==> src/rtl/stack_seq_ctrl.sv <==
`default_nettype none
// +----------------------------------------------------------------------------+
// | Module      : stack_seq_ctrl                                               |
// | Description : Expands PUSH/POP/CALL/RET/INT/RTI into 16-bit stack beats,   |
// |               owns the stack pointer and stalls the front end until done.  |
// | Revision    : 1.0 - initial release                                        |
// +----------------------------------------------------------------------------+
module stack_seq_ctrl #(
   parameter int                ADDR_W   = 12,
   parameter logic [ADDR_W-1:0] SP_RESET = {ADDR_W{1'b1}}
) (
   input  logic              clk,
   input  logic              reset,
   input  logic              op_valid,
   input  logic [2:0]        op_code,
   input  logic [31:0]       pc_in,
   input  logic [3:0]        flags_in,
   input  logic [15:0]       push_data,
   input  logic              mem_gnt,
   input  logic [15:0]       mem_rdata,
   output logic              mem_req,
   output logic              mem_we,
   output logic [ADDR_W-1:0] mem_addr,
   output logic [15:0]       mem_wdata,
   output logic              stall,
   output logic              done,
   output logic              pc_load,
   output logic [31:0]       pc_out,
   output logic              flags_load,
   output logic [3:0]        flags_out,
   output logic              pop_valid,
   output logic [15:0]       pop_data,
   output logic [ADDR_W-1:0] sp_out
);

   localparam logic [2:0] c_OP_PUSH = 3'd0;
   localparam logic [2:0] c_OP_POP  = 3'd1;
   localparam logic [2:0] c_OP_CALL = 3'd2;
   localparam logic [2:0] c_OP_RET  = 3'd3;
   localparam logic [2:0] c_OP_INT  = 3'd4;
   localparam logic [2:0] c_OP_RTI  = 3'd5;
   localparam logic [ADDR_W-1:0] c_SP_ONE = {{(ADDR_W-1){1'b0}}, 1'b1};

   typedef enum logic [1:0] {
      S_IDLE = 2'd0,
      S_BEAT = 2'd1,
      S_DONE = 2'd2
   } state_t;

   state_t            r_state;
   state_t            w_state_nxt;
   logic [1:0]        r_beat;
   logic [2:0]        r_op;
   logic [31:0]       r_pc;
   logic [3:0]        r_flags;
   logic [15:0]       r_pdata;
   logic [15:0]       r_rd_lo;
   logic [3:0]        r_rd_flags;
   logic [ADDR_W-1:0] r_sp;
   logic [31:0]       r_pc_out;
   logic [3:0]        r_flags_out;
   logic [15:0]       r_pop_data;

   logic              w_accept;
   logic              w_fire;
   logic              w_is_push;
   logic              w_last;
   logic [1:0]        w_n_beats;
   logic [15:0]       w_push_word;

   assign w_accept  = op_valid && (op_code <= c_OP_RTI) && (r_state != S_BEAT);
   assign w_fire    = (r_state == S_BEAT) && mem_gnt;
   assign w_is_push = (r_op == c_OP_PUSH) || (r_op == c_OP_CALL) || (r_op == c_OP_INT);
   assign w_last    = (r_beat == (w_n_beats - 2'd1));

   always_comb begin
      w_n_beats = 2'd1;
      case (r_op)
         c_OP_CALL, c_OP_RET: w_n_beats = 2'd2;
         c_OP_INT,  c_OP_RTI: w_n_beats = 2'd3;
         default:             w_n_beats = 2'd1;
      endcase
   end

   // Saved PC goes high half first so the return path pops low half first.
   always_comb begin
      w_push_word = 16'h0000;
      case (r_op)
         c_OP_PUSH: w_push_word = r_pdata;
         c_OP_CALL: w_push_word = (r_beat == 2'd0) ? r_pc[31:16] : r_pc[15:0];
         c_OP_INT: begin
            case (r_beat)
               2'd0:    w_push_word = r_pc[31:16];
               2'd1:    w_push_word = r_pc[15:0];
               default: w_push_word = {12'h000, r_flags};
            endcase
         end
         default:   w_push_word = 16'h0000;
      endcase
   end

   always_ff @(posedge clk) begin
      if (reset) begin
         r_state <= S_IDLE;
      end else begin
         r_state <= w_state_nxt;
      end
   end

   always_comb begin
      w_state_nxt = r_state;
      mem_req     = 1'b0;
      mem_we      = 1'b0;
      mem_addr    = '0;
      mem_wdata   = 16'h0000;
      done        = 1'b0;
      pc_load     = 1'b0;
      flags_load  = 1'b0;
      pop_valid   = 1'b0;
      case (r_state)
         S_IDLE: begin
            if (w_accept) w_state_nxt = S_BEAT;
         end
         S_BEAT: begin
            mem_req   = 1'b1;
            mem_we    = w_is_push;
            mem_addr  = w_is_push ? r_sp : (r_sp + c_SP_ONE);
            mem_wdata = w_is_push ? w_push_word : 16'h0000;
            if (mem_gnt && w_last) w_state_nxt = S_DONE;
         end
         S_DONE: begin
            done        = 1'b1;
            pc_load     = (r_op == c_OP_RET) || (r_op == c_OP_RTI);
            flags_load  = (r_op == c_OP_RTI);
            pop_valid   = (r_op == c_OP_POP);
            w_state_nxt = w_accept ? S_BEAT : S_IDLE;
         end
         default: w_state_nxt = S_IDLE;
      endcase
   end

   // Restored values are committed only on the final beat so they stay
   // stable from one DONE to the next.
   always_ff @(posedge clk) begin
      if (reset) begin
         r_sp        <= SP_RESET;
         r_beat      <= 2'd0;
         r_op        <= 3'd0;
         r_pc        <= 32'h0;
         r_flags     <= 4'h0;
         r_pdata     <= 16'h0;
         r_rd_lo     <= 16'h0;
         r_rd_flags  <= 4'h0;
         r_pc_out    <= 32'h0;
         r_flags_out <= 4'h0;
         r_pop_data  <= 16'h0;
      end else if (w_accept) begin
         r_op    <= op_code;
         r_pc    <= pc_in;
         r_flags <= flags_in;
         r_pdata <= push_data;
         r_beat  <= 2'd0;
      end else if (w_fire) begin
         r_sp   <= w_is_push ? (r_sp - c_SP_ONE) : (r_sp + c_SP_ONE);
         r_beat <= w_last ? 2'd0 : (r_beat + 2'd1);
         case (r_op)
            c_OP_POP: r_pop_data <= mem_rdata;
            c_OP_RET: begin
               if (r_beat == 2'd0) r_rd_lo  <= mem_rdata;
               else                r_pc_out <= {mem_rdata, r_rd_lo};
            end
            c_OP_RTI: begin
               case (r_beat)
                  2'd0: r_rd_flags <= mem_rdata[3:0];
                  2'd1: r_rd_lo    <= mem_rdata;
                  default: begin
                     r_pc_out    <= {mem_rdata, r_rd_lo};
                     r_flags_out <= r_rd_flags;
                  end
               endcase
            end
            default: ;
         endcase
      end
   end

   assign stall     = (r_state == S_BEAT) || w_accept;
   assign pc_out    = r_pc_out;
   assign flags_out = r_flags_out;
   assign pop_data  = r_pop_data;
   assign sp_out    = r_sp;

endmodule
`default_nettype wire

==> config.mk <==
export PLATFORM = sky130hd
export DESIGN_NAME = stack_seq_ctrl
export DESIGN_NICKNAME = d
export VERILOG_FILES = /design/src/rtl/stack_seq_ctrl.sv
export SDC_FILE = /design/constraint.sdc
export NUM_CORES = 1
export LEC_CHECK = 0
export CAP_MARGIN = 20
export CORE_ASPECT_RATIO = 1.75
export CORE_MARGIN = 4
export CORE_UTILIZATION = 49
export DETAILED_ROUTE_END_ITERATION = 8
export PLACE_DENSITY_LB_ADDON = 0.05
export SLEW_MARGIN = 20
export SYNTH_ARGS = -nofsm -noshare
export SYNTH_HDL_FRONTEND = slang
export SYNTH_SLANG_ARGS = --single-unit
export TNS_END_PERCENT = 20
==> constraint.sdc <==
create_clock -name clk -period 2.81 [get_ports clk]
set_clock_uncertainty 0.05 [all_clocks]
set_input_delay 0.562 -clock clk [delete_from_list [all_inputs] [get_ports clk]]
set_output_delay 0.562 -clock clk [all_outputs]
set_load 0.02 [all_outputs]
==> flow_summary.json, run 1 <==
{
  "ys_top_cells_by_area": "dfxtp_1, mux2i_1, nand2_1",
  "setup_viol": 0,
  "detail-route-antenna-nets": 0,
  "holdWs_ns": 0.4076,
  "grt_overflow": 0,
  "arrival_ns": 2.20,
  "grt_use_met2": 0.4558,
  "drt-total-wl_um": 19700,
  "boundaryPins": 174,
  "worst-path-buf-inv": 4,
  "power_mw": 5.132,
  "post-route-period-util": 0.9991,
  "hold_path.class": "reg -> reg",
  "crit_path_start_kind": "flip-flop",
  "power_switching_mw": 1.431,
  "nets": 1058,
  "antenna_found_initial": 1,
  "p_int_mw": 3.701,
  "fin_area_um2": 9271,
  "crit_fanout": 6,
  "max_stage_delay_ns": 0.38,
  "synth_cells": 794,
  "ctsRootBufferMaster": "clkbuf_16",
  "via_count": 6343,
  "cp_data_required_time_ns": 2.20,
  "drc_errors": 0,
  "p_comb_frac": 0.137,
  "ys_warn_count": 0,
  "area_growth_pct": 42.17,
  "rsz0062_at_grt": "true",
  "syn_nets": 876,
  "utilization": 0.7128,
  "avgRoutedWirePerCell_um": 16.96,
  "p_seq_frac": 0.417,
  "h-tree-depth": 4,
  "avgViaCountPerCell": 5.463,
  "worst_path_most_repeated_cell": "buf_4",
  "power_density_nw_per_um2": 553.5,
  "grt_pass1_wl_um": 31170,
  "cp_slowest_cell": "or3b_4",
  "clkLatencyLatePin_ns": 0.42,
  "grt_max_degree": 80,
  "synth.avg_cell_area_um2": 8.213,
  "cts_tree": "yes",
  "synth-seq-cells": 143,
  "ir_drop_mv": 0.4333,
  "leakage_nw": 3.505,
  "n_fill_cell": 1019,
  "yosysTopAreaCellShare": 0.4390,
  "clk_pin_slew_worst_paths_ns": 0.07,
  "grt_use_met3": 0.06982,
  "power_frac_clock": 0.447,
  "drv_slew": 0,
  "io_buffers": 173,
  "die-area_um2": 15290,
  "placed_cell_area_um2": 8646,
  "die_h_um": 160.6,
  "initial_core_util": 0.5014,
  "core_um2": 13010,
  "yosysUniqueCellTypes": 57,
  "drv_cap": 0,
  "die_w_um": 95.21,
  "place_congestion": 0.8882,
  "synth_top_cell_by_area": "dfxtp_1",
  "ctsHoldBuffers": 0,
  "slew-limit-headroom": 0.5581,
  "num_rows": 55,
  "cts.sinks": 143,
  "async_flop_share": 0,
  "worst_pin_slew_ns": 0.6629,
  "drtIter0Drc": 343,
  "grt-busiest-layer": "met2",
  "seq_area_frac_synth": 0.4390,
  "syn_area_um2": 6521,
  "synth_ff_type": "dfxtp_1",
  "detailed_place_hpwl_um": 13980,
  "endpoint_kind": "output port",
  "status": "finished, final reports clean",
  "met1_usage": 0.2858,
  "worstPathCellList": "inv_2 > ha_2 > or3b_4 > a21oi_2 > buf_6 > buf_4 > a22oi_1 > a21oi_1 > buf_4",
  "drive_gt1_frac": 0.1436,
  "track_usage": 0.2585,
  "p_sw_frac": 0.2789,
  "path_class": "reg -> out",
  "drt_pre_antenna_iters": 7,
  "max_freq_mhz": 356.2,
  "grt_pass1_vias": 6299,
  "cts_made_buffers": 17,
  "clock_path_buffers": 2,
  "crit_family": "buffers and inverters",
  "synth_edf_count": 0,
  "fin_crit_ns": 2.807,
  "hold_viol_final": 0
}
[cell families after synthesis]
group / share of synthesized area
muxes: 0.1092
buffers and inverters: 0.04777
xor gates and xnor gates: 0.01343
DFF: 0.4390
adders and majority gates: 0.01343
AOI/OAI and AO/OA: 0.1458
and+or+nand+nor: 0.2314
[final timing paths]
check / start / slack (ns) / end / depth (start not counted)
max: r_beat[0]$_SDFFE_PP0P_ / 0.003 / mem_wdata[8] / 9
min: pop_data[6]$_SDFFE_PP0P_ / 0.41 / pop_data[6]$_SDFFE_PP0P_ / 2
max reg2reg: r_beat[0]$_SDFFE_PP0P_ / 0.53 / pc_out[13]$_SDFFE_PP0P_ / 8
min reg2reg: pop_data[6]$_SDFFE_PP0P_ / 0.41 / pop_data[6]$_SDFFE_PP0P_ / 2
[layout make-up]
cell class / count / area (um^2) / share of cell area
inverters: 13 / 50.05 / 0.005398
well taps: 171 / 214.0 / 0.02308
repair buffers: 224 / 2130 / 0.2297
clock inverters: 14 / 167.7 / 0.01808
multi-input cells: 577 / 3396 / 0.3663
diodes: 1 / 2.502 / 0.0002699
flip-flops and latches: 143 / 2873 / 0.3099
clock buffers: 18 / 439.2 / 0.04737
[synth_stat cells, types with 2 or more instances]
library cell / count
xnor2_1: 3
nand2_1: 159
a22o_1: 6
nor3_1: 11
a22oi_1: 10
o21ai_0: 14
a31oi_1: 2
inv_1: 12
mux2_2: 9
nor2b_1: 13
nand4b_1: 2
a21oi_1: 93
nor3b_1: 3
a222oi_1: 6
clkbuf_1: 43
and3_1: 4
dfxtp_1: 143
buf_6: 3
a21o_1: 2
or3b_2: 2
nand3b_1: 3
and2_1: 5
nand4_1: 14
and4_1: 3
o211ai_1: 5
mux2i_1: 61
buf_2: 6
nor4_1: 2
xor2_1: 7
or2_2: 2
or3_1: 3
nor2_1: 82
nand2b_1: 4
o31a_1: 2
a21oi_2: 2
a211o_1: 2
ha_1: 7
a311oi_1: 2
buf_1: 8
o31ai_1: 2
nand3_1: 16
[worst min-delay path, stage by stage, from the launching register on]
cell and delay (ns):
dfxtp_1 0.31, nand2_1 0.05, a21oi_1 0.05
[cells in the final DEF (no fill, tap or decap), types with 3 or more instances in the layout]
master           instances
o21ai_0                 12
nand4_1                 14
dlymetal6s2s_1           4
buf_4                   46
nor2_1                  82
a21oi_1                 91
mux2i_1                 61
dfxtp_1                135
nand3b_1                 3
ha_1                     4
xor2_1                   7
nor3_1                   9
dlygate4sd2_1            7
or3_1                    3
ha_2                     3
nand2_1                158
o211ai_1                 5
clkbuf_16               17
nor2b_1                 13
mux2_2                   9
nand3_1                 16
buf_6                    3
a21oi_2                  4
dfxtp_2                  8
and4_1                   3
buf_12                   5
buf_2                   10
nand2b_1                 4
a22o_1                   6
a222oi_1                 6
inv_8                    4
xnor2_1                  3
inv_6                    4
clkdlybuf4s50_1        144
a22oi_1                 10
and3_1                   4
inv_1                   10
nor3b_1                  3
[metrics by stage]
stage                     worst slack [ns]  cells  TNS, ns
final                             0.002657   1161        0
after global routing               -0.1184   1161  -0.3844
after CTS                          -0.1513   1160  -0.1526
after detailed placement           -0.1113   1126  -0.4858
after global placement            -0.03148   1126  -0.1351
after floorplan                     0.2350    794        0
[per-layer routing]
| layer | up-vias | wire length (um) | share of wire |
|---|---|---|---|
| met1 | 2975 | 7503 | 0.38 |
| met3 | 39 | 1341 | 0.068 |
| met4 | 0 | 553 | 0.028 |
| li1 | 3093 | - | - |
| met2 | 236 | 10300 | 0.52 |
| met5 | - | 0 | 0 |
[state kept, by name, indices dropped and copies added, names as in the netlist]
register / flops
pc_out: 32
r_pc: 32
pop_data: 16
r_pdata: 16
r_rd_lo: 16
sp_out: 12
flags_out: 4
r_flags: 4
r_rd_flags: 4
r_op: 3
r_beat: 2
r_state: 2
[power groups by stage]
stage / Sequential [mW] / Combinational (mW) / Clock, mW
global route: 2.14 / 0.762 / 2.41
finish: 2.14 / 0.701 / 2.29
floorplan: 2.17 / 0.369 / 0
detailed placement: 2.18 / 0.706 / 0
global placement: 2.18 / 0.690 / 0
CTS: 2.14 / 0.700 / 2.33
[repair_timing]
action / in CTS / in global routing
buffers inserted: 2 / 0
setup endpoints to repair: 29 / 22
pin swaps: 2 / 7
resized for setup: 82 / 20
No activity file was read; power rests on OpenSTA's default activity.
==> run 2: changes to the inputs <==
CORE_UTILIZATION = 52   (was 49)
CTS_CLUSTER_SIZE = 20   (was not set)
clock period = 3.3 ns   (was 2.81 ns; I/O delays follow)
==> run 2 against run 1 <==
  * Wire length decreased by 1.9%
  * Setup slack better by 0.12 ns
  * Sequential share of layout area grew 0.76 points
  * Final cell count shrank 2.7%
  * Design area is 2.2% lower
  * Total power down 15%
  * Worst hold slack worse by 0.00081 ns
  * Die area fell by 5.4%
  * Largest power group unchanged
==> flow_summary.json, run 2 (synthesis results as in run 1) <==
{
  "drv_cap": 0,
  "grt_max_degree": 90,
  "slew-limit-headroom": 0.3931,
  "clkLatencyLatePin_ns": 0.42,
  "detailed_place_hpwl_um": 13480,
  "die_h_um": 156.1,
  "final_cell_mix": "nand2_1, clkdlybuf4s50_1, dfxtp_1, a21oi_1, nor2_1",
  "hold_viol_final": 0,
  "crit_path_start_kind": "flip-flop",
  "die_w_um": 92.66,
  "layout.cells.most_common": "nand2_1",
  "arrival_ns": 2.46,
  "num_rows": 53,
  "drive_gt1_frac": 0.1068,
  "wl_met2_um": 10160,
  "leakage_nw": 3.368,
  "grt_overflow": 0,
  "placed_cell_area_um2": 8441,
  "grt_pass1_vias": 6429,
  "cp_data_required_time_ns": 2.59,
  "power_mw": 4.358,
  "cp_slowest_cell": "clkdlybuf4s50_1",
  "path_class": "reg -> out",
  "endpoint_kind": "output port",
  "clk_pin_slew_worst_paths_ns": 0.07,
  "max_stage_delay_ns": 0.62,
  "drt-met1-wl_um": 7217,
  "fin_cells": 1130,
  "cts_tree": "yes",
  "worstRegToRegCells": 8,
  "detail-route-antenna-nets": 0,
  "die-area_um2": 14470,
  "worstPathCellList": "nand4_1 > nor4_2 > buf_4 > xnor2_1 > nor2_1 > clkdlybuf4s50_1",
  "hold_depth": 2,
  "track_usage": 0.2684,
  "min-delay-start": "r_pc[31]$_SDFFE_PP0P_",
  "fin_crit_ns": 3.174,
  "avgViaCountPerCell": 5.622,
  "r2r_slack_ns": 0.91,
  "boundaryPins": 174,
  "cts_made_buffers": 17,
  "drv_slew": 0,
  "ir_drop_mv": 0.3362,
  "drt_pre_antenna_iters": 5,
  "h-tree-depth": 4,
  "area_growth_pct": 39.06,
  "post-route-period-util": 0.9617,
  "drc_errors": 0,
  "routed.top_layer": "met4",
  "via_count": 6353,
  "drt-total-wl_um": 19320,
  "power_density_nw_per_um2": 480.5,
  "dr_wl_met3_um": 1401,
  "r2r-end": "pc_out[17]$_SDFFE_PP0P_",
  "nets": 1033,
  "cts.sinks": 143,
  "grt_pass1_wl_um": 31450,
  "core_um2": 12140,
  "hold_path.class": "reg -> reg",
  "min_to": "r_pc[31]$_SDFFE_PP0P_",
  "fin_area_um2": 9069,
  "holdWs_ns": 0.4067,
  "avgRoutedWirePerCell_um": 17.10,
  "worst_pin_slew_ns": 0.9103,
  "r2r-start": "r_beat[1]$_SDFFE_PP0P_",
  "crit_fanout": 14,
  "ctsRootBufferMaster": "clkbuf_16",
  "io_buffers": 173,
  "drtIter0Drc": 431,
  "clock_path_buffers": 2,
  "initial_core_util": 0.5374,
  "place_inst": 1097,
  "antenna_found_initial": 1,
  "max_freq_mhz": 315.1,
  "place_congestion": 0.9451,
  "status": "finished, final reports clean",
  "utilization": 0.7473,
  "setup_viol": 0
}
==> run 2: worst max-delay path by stage <==
stage / startpoint / endpoint / slack (ns) / cells past startpoint
final: sp_out[2]$_SDFFE_PP1P_ / mem_addr[11] / 0.13 / 6
after global routing: r_op[2]$_SDFFE_PP0P_ / mem_addr[8] / -0.003 / 7
after CTS: r_beat[0]$_SDFFE_PP0P_ / mem_wdata[2] / 0.003 / 7
after detailed placement: r_beat[0]$_SDFFE_PP0P_ / mem_wdata[5] / 0.15 / 8
after global placement: r_beat[0]$_SDFFE_PP0P_ / mem_wdata[15] / 0.21 / 8
after floorplan: r_beat[0]$_SDFFE_PP0P_ / mem_wdata[14] / 0.63 / 6
==> run 2: layout make-up <==
type | count | area, um^2
multi-input combinational | 577 | 3376
fill | 948 | 3067
sequential | 143 | 2879
timing repair buffer | 199 | 1933
clock buffer | 17 | 425.4
tap | 165 | 206.4
clock inverter | 15 | 193.9
inverter | 13 | 52.55
antenna | 1 | 2.502
==> run 2: routing by layer <==
layer,track usage,vias to the layer above
li1,-,3041
met5,0,-
met1,0.3003,3009
met3,0.07674,40
met4,0.1104,0
met2,0.4747,263
==> run 2: worst max-delay path: cells and delay by family (launching register included) <==
| family | cells | cell delay [ns] |
|---|---|---|
| flops | 1 | 0.46 |
| xor+xnor | 1 | 0.05 |
| buf+inv | 2 | 0.79 |
| simple gates | 3 | 0.75 |
==> run 2: through the flow <==
step,setup TNS (ns),setup WS [ns]
3_3_place_gp,0,0.2135
6_report,0,0.1264
2_1_floorplan,0,0.6270
4_1_cts,0,0.003285
3_5_place_dp,0,0.1502
5_1_grt,-0.003086,-0.003086
==> run 2: power by group <==
part | total, mW | switching (mW) | leakage [nW] | internal (mW)
Combinational | 0.577 | 0.318 | 1.91 | 0.259
Clock | 1.95 | 0.861 | 0.298 | 1.09
Sequential | 1.83 | 0.0487 | 1.16 | 1.78
==> run 2: what timing repair did <==
item	CTS	global route
resized for setup	20	26
setup buffers	0	0
hold buffers	0	0
setup endpoints to repair	18	17
pin swaps	0	1
